$ cat config.mk
export PLATFORM = sky130hd
export DESIGN_NAME = ifetch_ctrl
export DESIGN_NICKNAME = d
export VERILOG_FILES = /design/src/rtl/cpu_pkg.sv /design/src/rtl/ifetch_fifo.sv /design/src/rtl/ifetch_ctrl.sv
export SDC_FILE = /design/constraint.sdc
export NUM_CORES = 1
export LEC_CHECK = 0
export CORE_ASPECT_RATIO = 0.7
export CORE_MARGIN = 4
export CORE_UTILIZATION = 25
export CTS_BUF_LIST = sky130_fd_sc_hd__clkbuf_8 sky130_fd_sc_hd__clkbuf_16
export DETAILED_ROUTE_END_ITERATION = 6
export GPL_ROUTABILITY_DRIVEN = 0
export MAX_ROUTING_LAYER = met4
export PLACE_DENSITY = 0.38
export SLEW_MARGIN = 20
export SYNTH_ARGS = -nofsm -noshare
export SYNTH_HDL_FRONTEND = slang
export SYNTH_SLANG_ARGS = --single-unit
$ cat constraint.sdc
create_clock -name clk -period 5.4 [get_ports clk]
set_clock_uncertainty 0.2 [all_clocks]
set_input_delay 0.81 -clock clk [delete_from_list [all_inputs] [get_ports clk]]
set_output_delay 0.81 -clock clk [all_outputs]
set_load 0.02 [all_outputs]
$ cat src/rtl/cpu_pkg.sv
// Shared CPU-side types for the instruction fetch path: fetch FSM states,
// the buffered fetch entry layout and the word-alignment helper.
package cpu_pkg;

    localparam int          WORD_W           = 32;
    localparam logic [31:0] RESET_PC_DEFAULT = 32'h0000_0000;

    typedef enum logic [1:0] {
        IDLE   = 2'd0,
        FETCH  = 2'd1,
        HALTED = 2'd2
    } fetch_state_t;

    // Instruction word in the upper half so the FIFO entry reads {inst, pc}
    typedef struct packed {
        logic [WORD_W-1:0] inst;
        logic [WORD_W-1:0] pc;
    } fetch_entry_t;

    function automatic logic [WORD_W-1:0] word_align(input logic [WORD_W-1:0] addr);
        return {addr[WORD_W-1:2], 2'b00};
    endfunction

endpackage

$ cat src/rtl/ifetch_fifo.sv
// Synchronous prefetch FIFO; push is accepted when full if a pop happens in
// the same cycle. Flush empties it without moving the read pointer.
module ifetch_fifo #(
    parameter int DEPTH = 4,
    parameter int W     = 64,
    parameter int CW    = $clog2(DEPTH) + 1
) (
    input  logic          clk,
    input  logic          rst_n,
    input  logic          flush,
    input  logic          push,
    input  logic          pop,
    input  logic [W-1:0]  wdata,
    output logic [W-1:0]  rdata,
    output logic          full,
    output logic          empty,
    output logic [CW-1:0] count
);

    localparam int AW = $clog2(DEPTH);

    logic [W-1:0]  mem [DEPTH];
    logic [AW-1:0] wr_ptr;
    logic [AW-1:0] rd_ptr;
    logic [CW-1:0] cnt;
    logic          push_ok;
    logic          pop_ok;

    assign full    = (cnt == CW'(DEPTH));
    assign empty   = (cnt == '0);
    assign count   = cnt;
    assign push_ok = push && (!full || pop);
    assign pop_ok  = pop && !empty;
    assign rdata   = mem[rd_ptr];

    always_ff @(posedge clk or negedge rst_n) begin
        if (!rst_n) begin
            wr_ptr <= '0;
            rd_ptr <= '0;
            cnt    <= '0;
            for (int i = 0; i < DEPTH; i++) mem[i] <= '0;
        end else if (flush) begin
            // Keeping rd_ptr leaves the stale head visible, so outputs hold
            wr_ptr <= rd_ptr;
            cnt    <= '0;
        end else begin
            if (push_ok) begin
                mem[wr_ptr] <= wdata;
                wr_ptr      <= wr_ptr + 1'b1;
            end
            if (pop_ok) rd_ptr <= rd_ptr + 1'b1;
            case ({push_ok, pop_ok})
                2'b10:   cnt <= cnt + 1'b1;
                2'b01:   cnt <= cnt - 1'b1;
                default: cnt <= cnt;
            endcase
        end
    end

endmodule

$ cat src/rtl/ifetch_ctrl.sv
// Instruction fetch controller: sequential PC generation into a prefetch
// buffer with redirect and halt. Define IFETCH_BYPASS_EN to forward mem_inst
// straight to the consumer when the buffer is empty.
module ifetch_ctrl
    import cpu_pkg::*;
#(
    parameter int          DEPTH    = 4,
    parameter logic [31:0] RESET_PC = RESET_PC_DEFAULT
) (
    input  logic              clk,
    input  logic              rst_n,
    output logic [WORD_W-1:0] mem_addr,
    input  logic [WORD_W-1:0] mem_inst,
    output logic              inst_valid,
    input  logic              inst_ready,
    output logic [WORD_W-1:0] inst_out,
    output logic [WORD_W-1:0] inst_pc,
    input  logic              redirect_valid,
    input  logic [WORD_W-1:0] redirect_pc,
    input  logic              halt_req,
    output logic              fetch_busy
);

    localparam int CW = $clog2(DEPTH) + 1;

    fetch_state_t      state;
    logic [WORD_W-1:0] fetch_pc;
    fetch_entry_t      head;
    fetch_entry_t      push_entry;
    logic              fifo_full;
    logic              fifo_empty;
    logic [CW-1:0]     fifo_count;
    logic              fetching;
    logic              deq;
    logic              enq;
    logic              bypass_take;

    assign mem_addr   = word_align(fetch_pc);
    assign fetching   = (state == FETCH) && !redirect_valid;
    assign deq        = (fifo_count != '0) && inst_ready && !redirect_valid;
    assign push_entry = '{inst: mem_inst, pc: fetch_pc};

`ifdef IFETCH_BYPASS_EN
    logic bypass;

    assign bypass      = fetching && fifo_empty;
    assign bypass_take = bypass && inst_ready;
    assign inst_valid  = !fifo_empty || bypass;
    assign inst_out    = bypass ? mem_inst : head.inst;
    assign inst_pc     = bypass ? fetch_pc : head.pc;
`else
    assign bypass_take = 1'b0;
    assign inst_valid  = (fifo_count != '0);
    assign inst_out    = head.inst;
    assign inst_pc     = head.pc;
`endif

    // A bypassed word is consumed directly and must not also land in the buffer
    assign enq = fetching && (!fifo_full || deq) && !bypass_take;

    ifetch_fifo #(
        .DEPTH (DEPTH),
        .W     (2 * WORD_W),
        .CW    (CW)
    ) u_fifo (
        .clk   (clk),
        .rst_n (rst_n),
        .flush (redirect_valid),
        .push  (enq),
        .pop   (deq),
        .wdata (push_entry),
        .rdata (head),
        .full  (fifo_full),
        .empty (fifo_empty),
        .count (fifo_count)
    );

    always_ff @(posedge clk or negedge rst_n) begin
        if (!rst_n) begin
            fetch_pc <= RESET_PC;
        end else if (redirect_valid) begin
            fetch_pc <= word_align(redirect_pc);
        end else if (enq || bypass_take) begin
            fetch_pc <= fetch_pc + 32'd4;
        end
    end

    always_ff @(posedge clk or negedge rst_n) begin
        if (!rst_n) begin
            state      <= IDLE;
            fetch_busy <= 1'b0;
        end else begin
            case (state)
                IDLE: begin
                    state      <= FETCH;
                    fetch_busy <= 1'b1;
                end
                FETCH: begin
                    if (halt_req) begin
                        state      <= HALTED;
                        fetch_busy <= 1'b0;
                    end
                end
                HALTED: begin
                    if (!halt_req) begin
                        state      <= FETCH;
                        fetch_busy <= 1'b1;
                    end
                end
                default: begin
                    state      <= IDLE;
                    fetch_busy <= 1'b0;
                end
            endcase
        end
    end

endmodule

# Yosys cells after proc, flatten, opt, wreduce, memory -nomap -nowiden

Cells that the tools add are included.

$add $sub $neg: 5
Equal/unequal tests: 7
Order comparisons: 3
Muxes and demuxes: 18
Bitwise logic cells: 3
Reduce and logical (&&, ||, !) cells: 20

Operators with widths:

| operator                | count |
|---|---|
| $bwmux W256             | 1 |
| $mux W64                | 3 |
| $bmux W64 S2            | 1 |
| $demux W64 S2           | 1 |
| $mux W32                | 2 |
| $add A32 B3 Y32 const B | 1 |
| $mux W2                 | 4 |
| $logic_and A1 B1 Y1     | 7 |
| $ge A3 B3 Y1 const B    | 2 |
| $not A2 Y3              | 2 |
| $pmux W2 S3             | 1 |
| $pmux W3 S2             | 1 |
| $reduce_and A2 Y1       | 3 |
| $reduce_bool A3 Y1      | 2 |
| $add A2 B1 Y2 const B   | 2 |
| $eq A2 B1 Y1 const B    | 2 |
| $eq A2 B2 Y1 const B    | 2 |
| $ne A2 B2 Y1 const B    | 2 |
| $reduce_bool A2 Y1      | 2 |
| $add A3 B1 Y3 const B   | 1 |
| $eq A3 B3 Y1 const B    | 1 |
| $logic_not A1 Y1        | 3 |
| $logic_not A3 Y1        | 1 |
| $lt A3 B1 Y1 const B    | 1 |
| other kinds (7)         | 8 |

Input bits: 69
Register bits after elaboration: 298

# Logic depth before layout (Yosys ltp)

Word-level depth: 9
Gate-level depth with buffers: 9
Mapped depth without buffers: 8

# By module

From an unflattened synthesis, not the netlist that was laid out.

Cell total of the unflattened synthesis: 876
Area, all modules: 13621.8 sq um

Modules (own cells, without submodules):

| module      | area an instance (sq um) | cells an instance | instances |
|---|---|---|---|
| ifetch_fifo | 11604.9                  | 666               | 1 |
| ifetch_ctrl | 2016.9                   | 210               | 1 |

# Worst setup path after synthesis

No wires, ideal clock.

Path type: input-to-reg
Start: input redirect_valid
End: register u_fifo.cnt[2], in the netlist u_fifo.count[2]
Stages on the path: 9
Slack: 2690 ps
Data arrival time: 2428 ps
Cells stage by stage: clkbuf_1 -> clkinv_1 -> nand3_1 -> nor2_1 -> fa_1 -> nand3b_1 -> o22ai_1 -> nand2b_1 -> a31oi_1

Cells in the longest elaborated chain, start to end: 8
Elaborated cells on any way between the ends: 12

Ends and longest elaborated chain:

| item                                         | RTL line                             | RTL |
|---|---|---|
| start: declaration                           | ifetch_ctrl.sv:18                    | `input logic redirect_valid,` |
| $logic_not A1 Y1                             | ifetch_ctrl.sv:39, ifetch_ctrl.sv:40 |  |
| $logic_and A1 B1 Y1                          | ifetch_ctrl.sv:40                    | `assign deq = (fifo_count != '0) && inst_ready && !redirect_valid;` |
| $logic_or A1 B1 Y1                           | ifetch_fifo.sv:32, ifetch_ctrl.sv:59 |  |
| $logic_and A1 B1 Y1                          | ifetch_ctrl.sv:59                    | `assign enq = fetching && (!fifo_full \|\| deq) && !bypass_take;` |
| $logic_and A1 B1 Y1                          | ifetch_fifo.sv:32                    | `assign push_ok = push && (!full \|\| pop);` |
| $eq A2 B1 Y1 or $eq A2 B2 Y1 (tied branches) | ifetch_fifo.sv:52                    | `case ({push_ok, pop_ok})` |
| $pmux W3 S2                                  | ifetch_fifo.sv:52                    |  |
| $mux W3                                      | ifetch_fifo.sv:42                    | `end else if (flush) begin` |
| end signal: assignment                       | ifetch_fifo.sv:53                    | `2'b10: cnt <= cnt + 1'b1;` |
| end signal: assignment                       | ifetch_fifo.sv:54                    | `2'b01: cnt <= cnt - 1'b1;` |
| end signal: assignment                       | ifetch_fifo.sv:55                    | `default: cnt <= cnt;` |
| end: declaration                             | ifetch_fifo.sv:25                    | `logic [CW-1:0] cnt;` |

Several ways; a longest one is shown, not always the timed one.
A chain may end at the register's enable or synchronous reset.

# Worst setup path in the final report

Start: register u_fifo.rd_ptr[0]
End: output inst_out[23]

Cells in the longest elaborated chain, start to end: 4

Ends and longest elaborated chain:

| item                                        | RTL line          | RTL |
|---|---|---|
| start: declaration                          | ifetch_fifo.sv:24 | `logic [AW-1:0] rd_ptr;` |
| start signal: assignment                    | ifetch_fifo.sv:51 | `if (pop_ok) rd_ptr <= rd_ptr + 1'b1;` |
| $not A2 Y3 (not written as such)            | ifetch_fifo.sv:34 | `assign rdata = mem[rd_ptr];` |
| $bmux W64 S2                                | ifetch_fifo.sv:34 |  |
| $mux W64 (not written as such) (2 in a row) | ifetch_fifo.sv:34 |  |
| end: declaration                            | ifetch_ctrl.sv:16 | `output logic [WORD_W-1:0] inst_out,` |

Every way passes these cells. The select of a mux whose other input is x is not followed.

==> summary.md <==
| Metric | Value |
|---|---|
| Status | finished, final reports clean |
| Number of max-cap violations | 0 |
| Filler cells | roughly 5200 |
| Post_cts resized | 0 |
| TritonRoute pass-1 iters | 4 |
| CP required | 4390 ps |
| Iteration-0 DRC Markers | 312 |
| Seq cells post-synth | 288 |
| Slowest Stage Delay on Critical Path | 780 ps |
| Num rows | 70 |
| Gr usage total | 13.1% |
| CTS max path bufs | 3 |
| Chip width | 283 µm |
| WL/cell | 20.6 µm |
| CP Launch Type | flop |
| Reg-to-reg endpoint | u_fifo.mem[219] |
| Full die area | between 50000 and 60000 µm² |
| Port bufs | 160 |
| Initial antenna violation count | 1 |
| Clk pwr share | 22.4% |
| Routed wire length | 35.6 mm |
| Multi-input logic area | roughly 5600 µm² |
| Reg2Reg Depth | 5 |
| DP HPWL | 21.7 mm |
| Total Power | 10.3 mW |
| Final worst slack | 1500 ps |
| Critical path class | reg -> out |
| RSZ-0062 raised after global routing | false |
| Overflow after GRT | 0 |
| Launching point of the worst reg2reg path | state[1] |
| ANT nets after route | 0 |
| Setup TNS | 0 ps |
| Synth cell types | 50 |
| Number of flops mapped to enable cells by yosys | 0 |
| Data arrival, critical path | 2890 ps |
| Num ports | 167 |
| Storage cell area | 7210 µm² |
| Initial core utilization | 25.3% |
| DR DRC count | 0 |
| Crit-path slowest cell | dfrtp_4 |
| Worst VDD drop | 0.300 mV |
| Mapped Cells | 876 |
| Sink Count | roughly 290 |
| First-pass GRT wire length | between 50 and 60 mm |
| Slew Limit Fails | 0 |
| Main flop type after synthesis | dfrtp_1 |
| Clock transition at path regs | approximately 60 ps |
| P_int | 6.93 mW |
| Avg Cell Area, Syn | 15.1 µm² |
| Switching pwr | 3.37 mW |
| H-tree lvl count | 2 |
| Vias in the first global route | ~8700 |
| Final setup fails | 0 |
| Slew margin rel. | about a third |
| Register area share after synthesis | 54.3% |
| Cell area after synthesis | 13300 µm² |
| Tcrit/Tclk final | 72.3% |
| CP Capture Type | output port |
| Die height | 201 µm |
| Area of the core | around 52000 µm² |
| Syn. warnings | 0 |
| Max Clock Freq | 0.256 GHz |
| Clk root buf | clkbuf_16 |
| Final hold vios | 0 |
| Seq pwr share | 37.1% |
| DP Worst Slack | between 1500 and 2000 ps |
| Number of buffers created by CTS | 34 |
| TritonCTS clock tree | yes |
| Final Critical Period | between 3000 and 4000 ps |
| CP Max Fanout | 22 |
| Nets@finish | 1094 |
| Pin slew with the least headroom to its limit | 1020 ps |
| Async SR Flop Fraction | 100% |
| Power per cell area | 623 nW/µm² |
| Worst skew pair latency | 510 ps |
| Worst hold-check path type | in -> async |
| Layout cells sized above 1 | 31.8% |
| Hold Buf Count CTS | 0 |
| Largest net degree at the start of global routing | 108 |
| Crit path cell chain | buf_4 > mux4_2 > clkdlybuf4s50_1 |
| Switching part of the total | 32.7% |
| Via/cell ratio | 4.52 |
| Vias post-DR | 7808 |
| Reg-to-reg slack, setup | 2500 ps |
| Setup Fix Bufs, Post-CTS | 0 |
| LEAKAGE | 6.72 nW |
| Logic pwr share | about two fifths |
| Area grow syn2layout | 24.7% |
==> critical path: cells and delay by family, from the launching register on <==
family   cells  cell delay (ps)
flops        1              780
mux          1              580
buf+inv      2             1010
==> power groups by stage <==
stage,Clock (mW),Combinational (mW),Sequential [mW]
floorplan,0,2.86,3.52
global placement,0,4.24,3.88
detailed placement,0,4.28,3.86
CTS,2.42,4.29,3.84
global route,2.50,4.49,3.98
finish,2.31,4.17,3.82
==> state kept, by name, indices dropped and copies added, names as in the netlist <==
signal and cells:
u_fifo.count 3, u_fifo.mem 248, u_fifo.wr_ptr 2, u_fifo.rd_ptr 2, fetch_pc 30, state 2
fetch_busy 1
==> per-stage QoR <==
stage	cell area (µm²)	cells	utilization, %	hold WS [ps]
detailed placement	15400	1667	29.5	270
finish	16500	1726	31.6	67.8
global placement	15400	1667	29.5	263
floorplan	13300	879	-	252
global route	16500	1726	31.6	127
CTS	16500	1725	31.6	118
==> cell usage after synthesis, drive strengths merged, types with 9 or more instances <==
cell type	number	area share (%)
dfrtp	288	54
mux2	249	21
mux4	62	11
buf	50	3.2
nand2	42	1.2
o21ai	34	1.3
xnor2	22	1.5
clkbuf	18	0.52
nand4	12	0.84
nand3	10	0.38
xor2	10	0.66
nor2	9	0.25
nor4	9	0.81
==> placed cells by master (no fill, tap or decap), drive strengths merged, types with 3 or more instances in the layout <==
cell / instances
nand2: 42
buf: 14
nor4: 9
nor3: 7
inv: 18
nand2b: 4
clkbuf: 37
dfrtp: 288
and4: 3
o21ai: 34
mux4: 62
clkinv: 6
xor2: 10
mux2: 249
nor4b: 3
bufinv: 4
and3: 7
xnor2: 22
ha: 5
clkdlybuf4s50: 158
nand4: 12
conb: 4
nor2: 9
nand3: 10
==> logic make-up after synthesis <==
family / synth area share [%]
multiplexers: 31.7
flip-flops: 54.3
AND/OR/NAND/NOR: 5.26
buffers and inverters: 3.92
AO/OA/AOI/OAI: 1.97
XOR/XNOR: 2.11
adder cells (fa/ha/maj): 0.623
other: 0.0283
==> worst max path at each step <==
stage | end | depth (start not counted) | startpoint | slack, ps
after global routing | inst_out[23] | 3 | u_fifo.rd_ptr[0] | 1280
after detailed placement | u_fifo.mem[243] | 6 | inst_ready | 1550
after CTS | inst_out[23] | 3 | u_fifo.rd_ptr[0] | 1330
final | inst_out[23] | 3 | u_fifo.rd_ptr[0] | 1500
after global placement | u_fifo.mem[243] | 6 | inst_ready | 1550
after floorplan | u_fifo.count[2] | 9 | redirect_valid | 2690
==> area by class of cell <==
cell class / instances / area share [%]
Clock buffer: 37 / 5.46
Clock inverter: 21 / 1.18
Timing Repair Buffer: 172 / 10.8
Inverter: 7 / 0.159
Antenna cell: 1 / 0.0151
Multi-Input combinational cell: 516 / 33.7
Tap cell: 684 / 5.17
Sequential cell: 288 / 43.6
==> layer usage <==
layer  track usage, %  wire length [µm]
met1             18.4             17700
met2             19.3             15800
met3             3.01              1540
met4             2.57               547
met5                -                 0
(Power assumes the default switching activity.)
